<file path="src/rtl/fsm.sv">
// -----------------------------------------------------------------------------
// fsm -- Pong game-flow controller.
//
// Owns the ball position/direction, detects left/right wall collisions, keeps
// both players' scores and sequences IDLE -> PLAY -> POINT -> IDLE/GAME_OVER.
//
// Ports:
//   clk          system clock, rising edge
//   sim_rst      asynchronous active-low reset
//   btn_fire     debounced fire button (synchronous level)
//   ball_x       ball left edge x (10 bits)
//   ball_y       ball top edge y (10 bits)
//   score_left   left player score (4 bits)
//   score_right  right player score (4 bits)
//   game_over    high while in GAME_OVER
//   state_o      current state encoding (IDLE=00 PLAY=01 POINT=10 GAME_OVER=11)
//
// Optional feature macro: FSM_AUTO_SERVE_EN -- when defined, the ball is served
// automatically after SERVE_DELAY consecutive IDLE cycles.
// -----------------------------------------------------------------------------
module fsm #(
    parameter int unsigned FIELD_W     = 640,
    parameter int unsigned FIELD_H     = 480,
    parameter int unsigned BALL_SIZE   = 8,
    parameter int unsigned MOVE_DIV    = 1,
    parameter int unsigned WIN_SCORE   = 5,
    parameter int unsigned SERVE_DELAY = 16
) (
    input  logic       clk,
    input  logic       sim_rst,
    input  logic       btn_fire,
    output logic [9:0] ball_x,
    output logic [9:0] ball_y,
    output logic [3:0] score_left,
    output logic [3:0] score_right,
    output logic       game_over,
    output logic [1:0] state_o
);

    typedef enum logic [1:0] {
        IDLE      = 2'b00,
        PLAY      = 2'b01,
        POINT     = 2'b10,
        GAME_OVER = 2'b11
    } state_t;

    localparam logic [9:0] X_CENTRE = 10'(FIELD_W / 2 - BALL_SIZE / 2);
    localparam logic [9:0] Y_CENTRE = 10'(FIELD_H / 2 - BALL_SIZE / 2);
    localparam logic [9:0] X_MAX    = 10'(FIELD_W - BALL_SIZE);
    localparam logic [9:0] Y_MAX    = 10'(FIELD_H - BALL_SIZE);
    localparam logic [3:0] WIN      = 4'(WIN_SCORE);

    localparam int unsigned          DIV_W    = (MOVE_DIV > 1) ? $clog2(MOVE_DIV) : 1;
    localparam logic [DIV_W-1:0]     DIV_LAST = DIV_W'(MOVE_DIV - 1);

    // Reject parameter values the game logic cannot honour.
    if (MOVE_DIV < 1 || WIN_SCORE < 1 || WIN_SCORE > 15 || SERVE_DELAY < 1) begin : g_param_check
        $error("fsm: illegal parameter value");
    end

    state_t           state;
    logic             colEsquerda;
    logic             colDireita;
    logic [9:0]       r_ball_x;
    logic [9:0]       r_ball_y;
    logic             r_dx_neg;     // 1: ball moving left (dx=-1)
    logic             r_dy_neg;     // 1: ball moving up   (dy=-1)
    logic [3:0]       r_score_l;
    logic [3:0]       r_score_r;
    logic             r_game_over;
    logic [DIV_W-1:0] r_div;

`ifdef FSM_AUTO_SERVE_EN
    localparam int unsigned      SRV_W    = $clog2(SERVE_DELAY) + 1;
    localparam logic [SRV_W-1:0] SRV_LAST = SRV_W'(SERVE_DELAY - 1);
    logic [SRV_W-1:0] r_serve_cnt;
`endif

    logic       w_tick;
    logic [9:0] w_step_x;
    logic [9:0] w_step_y;
    logic [9:0] w_nx;
    logic [9:0] w_ny;

    always_comb begin
        w_tick   = (r_div == DIV_LAST);
        w_step_x = r_dx_neg ? r_ball_x - 10'd1 : r_ball_x + 10'd1;
        w_step_y = r_dy_neg ? r_ball_y - 10'd1 : r_ball_y + 10'd1;
        w_nx     = w_tick ? w_step_x : r_ball_x;
        w_ny     = w_tick ? w_step_y : r_ball_y;
    end

    always_ff @(posedge clk or negedge sim_rst) begin
        if (!sim_rst) begin
            state       <= IDLE;
            colEsquerda <= 1'b0;
            colDireita  <= 1'b0;
            r_ball_x    <= X_CENTRE;
            r_ball_y    <= Y_CENTRE;
            r_dx_neg    <= 1'b1;
            r_dy_neg    <= 1'b0;
            r_score_l   <= '0;
            r_score_r   <= '0;
            r_game_over <= 1'b0;
            r_div       <= '0;
`ifdef FSM_AUTO_SERVE_EN
            r_serve_cnt <= '0;
`endif
        end else begin
            case (state)
                IDLE: begin
                    r_ball_x    <= X_CENTRE;
                    r_ball_y    <= Y_CENTRE;
                    colEsquerda <= 1'b0;
                    colDireita  <= 1'b0;
                    r_div       <= '0;
                    r_game_over <= 1'b0;
`ifdef FSM_AUTO_SERVE_EN
                    if (btn_fire || r_serve_cnt == SRV_LAST) begin
                        state       <= PLAY;
                        r_serve_cnt <= '0;
                    end else begin
                        r_serve_cnt <= r_serve_cnt + SRV_W'(1);
                    end
`else
                    if (btn_fire) state <= PLAY;
`endif
                end

                PLAY: begin
                    if (colEsquerda) begin
                        state       <= POINT;
                        colEsquerda <= 1'b0;
                        colDireita  <= 1'b0;
                        r_dx_neg    <= 1'b0;
                        if (r_score_r < WIN) r_score_r <= r_score_r + 4'd1;
                    end else if (colDireita) begin
                        state       <= POINT;
                        colEsquerda <= 1'b0;
                        colDireita  <= 1'b0;
                        r_dx_neg    <= 1'b1;
                        if (r_score_l < WIN) r_score_l <= r_score_l + 4'd1;
                    end else begin
                        r_div    <= w_tick ? '0 : r_div + DIV_W'(1);
                        r_ball_x <= w_nx;
                        r_ball_y <= w_ny;
                        // Bounce off top/bottom in the same edge the wall is reached.
                        if (w_tick && (w_step_y == '0 || w_step_y == Y_MAX))
                            r_dy_neg <= ~r_dy_neg;
                        colEsquerda <= (w_nx == '0);
                        colDireita  <= (w_nx == X_MAX);
                    end
                end

                POINT: begin
                    r_ball_x    <= X_CENTRE;
                    r_ball_y    <= Y_CENTRE;
                    colEsquerda <= 1'b0;
                    colDireita  <= 1'b0;
                    r_dy_neg    <= 1'b0;
                    r_div       <= '0;
                    if (r_score_l == WIN || r_score_r == WIN) begin
                        state       <= GAME_OVER;
                        r_game_over <= 1'b1;
                    end else begin
                        state <= IDLE;
                    end
                end

                GAME_OVER: begin
                    r_ball_x    <= X_CENTRE;
                    r_ball_y    <= Y_CENTRE;
                    colEsquerda <= 1'b0;
                    colDireita  <= 1'b0;
                    r_div       <= '0;
                    if (btn_fire) begin
                        state       <= IDLE;
                        r_game_over <= 1'b0;
                        r_score_l   <= '0;
                        r_score_r   <= '0;
                        r_dx_neg    <= 1'b1;
                    end
                end

                default: state <= IDLE;
            endcase
        end
    end

    assign ball_x      = r_ball_x;
    assign ball_y      = r_ball_y;
    assign score_left  = r_score_l;
    assign score_right = r_score_r;
    assign game_over   = r_game_over;
    assign state_o     = state;

endmodule

</file>
<file path="config.mk">
export PLATFORM = sky130hd
export DESIGN_NAME = fsm
export DESIGN_NICKNAME = d
export VERILOG_FILES = /design/src/rtl/fsm.sv
export SDC_FILE = /design/constraint.sdc
export NUM_CORES = 1
export LEC_CHECK = 0
export CAP_MARGIN = 20
export CORE_MARGIN = 10
export CORE_UTILIZATION = 45
export CTS_BUF_LIST = sky130_fd_sc_hd__clkbuf_8
export CTS_CLUSTER_SIZE = 20
export DETAILED_ROUTE_END_ITERATION = 12
export PLACE_DENSITY = 0.68
export SLEW_MARGIN = 20
export SYNTH_ARGS = -nofsm -noshare
export SYNTH_HDL_FRONTEND = slang
export SYNTH_SLANG_ARGS = --single-unit
export TNS_END_PERCENT = 50
</file>
<file path="constraint.sdc">
create_clock -name clk -period 3.9 [get_ports clk]
set_input_delay 0.78 -clock clk [delete_from_list [all_inputs] [get_ports clk]]
set_output_delay 0.78 -clock clk [all_outputs]
set_load 0.005 [all_outputs]
</file>
==> impl_metrics.csv <==
group,metric,value,unit
run_status,status,"completed",
final_layout,layout.cells.non_filler,383,
floorplanning,io_pins,34,
floorplanning,fp.dieW,94.6,µm
sta,holdWs,501,ps
sta,relSlewSlack,55.9,%
synthesis,yosysSeqAreaShare,35.6,%
synthesis,syn_area,2500,µm²
final_layout,final_nets,344,
worst_setup_path,worstPathArrival,3230,ps
clock_network,cts_tree,"done",
worst_hold_path,holdPathStages,2,
synthesis,synth-async-reset-ratio,100,%
clock_network,worstSkewPairLatency,290,ps
synthesis,synth-edff-count,0,
final_layout,fin_util,55.1,%
clock_network,path_clk_slew,80,ps
worst_setup_path,crit_fanout,10,
clock_network,hold_buffers,0,
worst_setup_path,crit_chain,"inv_1 -> fa_1 -> nand2b_1 -> a211oi_1 -> o21ai_0 -> o21bai_1 -> or4_4 -> a211oi_2 -> mux2_1",
worst_setup_path,startpoint_type,"register",
clock_network,postCtsSetupRepairBufs,0,
grt,grt_pass1_vias,2092,
detailed_routing,drc,0,
synthesis,ys_ff_latch,35,
worst_setup_path,end_kind,"register",
synthesis,syn-mean-instance-area,9.10,µm²
power_and_ir_drop,p_seq_share,55.6,%
clock_network,cts_inserted_buffers,5,
detailed_routing,routed_via_density,5.52,
worst_setup_path,cp.required,4070,ps
synthesis,synth_nets,309,
power_and_ir_drop,intPower,506,µW
sta,fin_ws,843,ps
power_and_ir_drop,p_switching,148,µW
worst_setup_path,r2r_end,"r_dy_neg",
placed_design,gp_congestion,0.832,
detailed_routing,avgRoutedWirePerCell,15.3,µm
floorplanning,num_rows,27,
sta,finalCriticalPeriod,3060,ps
final_layout,drive_above_1_share,9.65,%
final_layout,syn_to_final_growth,19.7,%
power_and_ir_drop,power_frac_clock,42.9,%
detailed_routing,vias,2114,
worst_setup_path,ff2ff_setup_slack,840,ps
detailed_routing,wl,5850,µm
synthesis,ys_top_cells_by_area,"dfrtp_1 (24%), ha_1 (14%), dfstp_2 (12%)",
synthesis,synthCells,275,
final_layout,diodes,0,
placed_design,dpl.cell_count,375,
power_and_ir_drop,peakVddDrop,0.108,mV
grt,grt_usage,13.6,%
sta,rsz0062_at_grt,"false",
floorplanning,core-area,5440,µm²
grt,grt_max_degree,36,
worst_setup_path,crit_path_top_delay_cell,"dfrtp_1",
grt,grt_pass1_wl,9910,µm
clock_network,clock_sinks,35,
clock_network,cts_max_path_buffers,2,
detailed_routing,ant_nets,0,
sta,fin_worst_skew,9.22,ps
power_and_ir_drop,p_leak,1.43,nW
sta,finalSetupViolCount,0,
worst_setup_path,crit_path_start,"r_dy_neg",
sta,finalSetupTns,0,ps
worst_setup_path,reg2reg_depth,9,
clock_network,cts_root_buffer,"clkbuf_8",
grt,antenna_found_initial,0,
sta,fmax,327,MHz
power_and_ir_drop,p_per_area,218,nW/µm²
worst_setup_path,r2r_start,"r_dy_neg",
sta,finalHoldViolations,0,
grt,grt_overflow,0,
worst_setup_path,crit_type,"reg2reg",
power_and_ir_drop,power_frac_comb,1.5,%
worst_setup_path,crit_end,"r_dy_neg",
floorplanning,die_area,8940,µm²
placed_design,pre_cts_ws,824,ps
floorplanning,fp.dieH,94.6,µm
placed_design,io_buffers,33,
synthesis,yosysTopAreaCell,"dfrtp_1",
synthesis,synth_top_area_share,24.0,%
clock_network,cts_htree_levels,2,
worst_hold_path,hold_class,"reg2reg",
floorplanning,initial_core_util,46.0,%
synthesis,yosys_warnings,0,
sta,worst_pin_slew,659,ps
detailed_routing,drtPass1Iterations,4,
sta,timing.final.crit_share,78.4,%
placed_design,dp_hpwl,4320,µm
sta,report.final.slew_viol_count,0,
synthesis,yosys.cell_types.count,47,
detailed_routing,drt_iter0_drc,78,
worst_setup_path,max_stage_delay,560,ps
run,drv_cap,0,
clock_network,cts_resized,0,
power_and_ir_drop,switching_share,22.6,%
synthesis,synth_flop_cell,"dfrtp_1",
-- cell usage in the layout, fill, tap and decap left out, types with 2 or more instances in the layout --
cell,netlist,routed
nand2_1,27,27
nand3_1,6,6
clkdlybuf4s50_1,0,33
nor2_1,25,25
clkbuf_8,1,6
a41oi_1,2,2
xor2_1,11,11
nor3_1,2,2
and2_1,3,3
mux2i_1,2,2
a21oi_1,22,22
buf_4,0,3
o211ai_1,6,6
nand4_1,4,4
and3_1,3,3
xnor2_1,6,6
nand3b_1,6,6
a211oi_1,5,5
a21o_1,3,3
inv_1,15,16
ha_1,29,29
o21a_1,2,2
o21ai_0,18,18
or3_1,5,5
nand2b_1,7,7
dfrtp_1,24,24
nor2b_1,2,2
dfstp_2,11,11
fa_1,2,2
-- worst max-delay path: cells and delay by family, from the launching register on --
kind	cells	cell delay, ps
adder cells (fa/ha/maj)	1	420
multiplexers	1	340
flip-flops	1	560
AND/OR/NAND/NOR	2	700
buffers and inverters	1	150
AO/OA/AOI/OAI	4	770
-- Yosys cell counts (all sizes together), types with 3 or more instances --
cell type,n
nand4,4
nand2b,7
a211oi,6
dfrtp,24
inv,15
nand2,27
xor2,11
a21o,3
ha,29
a21oi,22
dfstp,11
o21ai,18
xnor2,6
or3,5
and2,4
nor2,25
nand3,6
o211ai,6
and3,3
clkbuf,8
nand3b,6
-- worst min path at each step --
| stage | startpoint | end |
|---|---|---|
| final | ball_x[4] | ball_x[4] |
| after global routing | ball_y[3] | ball_y[3] |
| after CTS | ball_x[4] | ball_x[4] |
| after detailed placement | ball_x[4] | ball_x[4] |
| after global placement | ball_x[5] | ball_x[5] |
| after floorplan | sim_rst | ball_x[0] |
-- layer usage --
| metal | up-vias | share of wire [%] | GRT usage [%] |
|---|---|---|---|
| li1 | 1046 | - | - |
| met1 | 1034 | 47 | 16.5 |
| met2 | 27 | 48 | 22.9 |
| met3 | 7 | 4.1 | 3.41 |
| met4 | 0 | 1.4 | 4.74 |
| met5 | - | 0 | 0 |
-- state kept, by name, indices dropped and copies added, names as in the netlist --
name / flops
ball_x: 10
ball_y: 10
score_left: 4
score_right: 4
state_o: 2
colDireita: 1
colEsquerda: 1
game_over: 1
r_dx_neg: 1
r_dy_neg: 1
-- power groups by stage --
stage                     combinational, mW  sequential (mW)  clock (mW)
after floorplan                    0.000148            0.370           0
after global placement               0.0106            0.370           0
after detailed placement             0.0109            0.370           0
after CTS                            0.0109            0.363       0.284
after global routing                 0.0118            0.363       0.302
final                                0.0101            0.363       0.280
-- kinds of logic (layout without fill, tap and decap cells) --
logic type / count (synthesis) / after routing / synth area share, %
simple gates: 95 / 95 / 18.8
compound gates: 71 / 71 / 18.6
flops: 35 / 35 / 35.6
fa+ha+maj: 31 / 31 / 16.1
buf+inv: 23 / 59 / 3.85
xor+xnor: 17 / 17 / 5.95
mux: 3 / 3 / 1.25
-- final cells by class --
| class | count | area (µm²) |
|---|---|---|
| fill | 512 | 2440 |
| multi-input combinational | 217 | 1520 |
| sequential | 35 | 890 |
| timing repair buffer | 36 | 353 |
| tap | 72 | 90.1 |
| clock buffer | 6 | 82.6 |
| inverter | 15 | 56.3 |
| clock inverter | 2 | 8.76 |
-- per-stage QoR --
step | area (µm²) | total power [mW]
final | 3000 | 0.654
after global routing | 3000 | 0.677
after CTS | 3000 | 0.658
after detailed placement | 2910 | 0.381
after global placement | 2910 | 0.381
after floorplan | 2500 | 0.370
No activity file was read; power rests on OpenSTA's default activity.
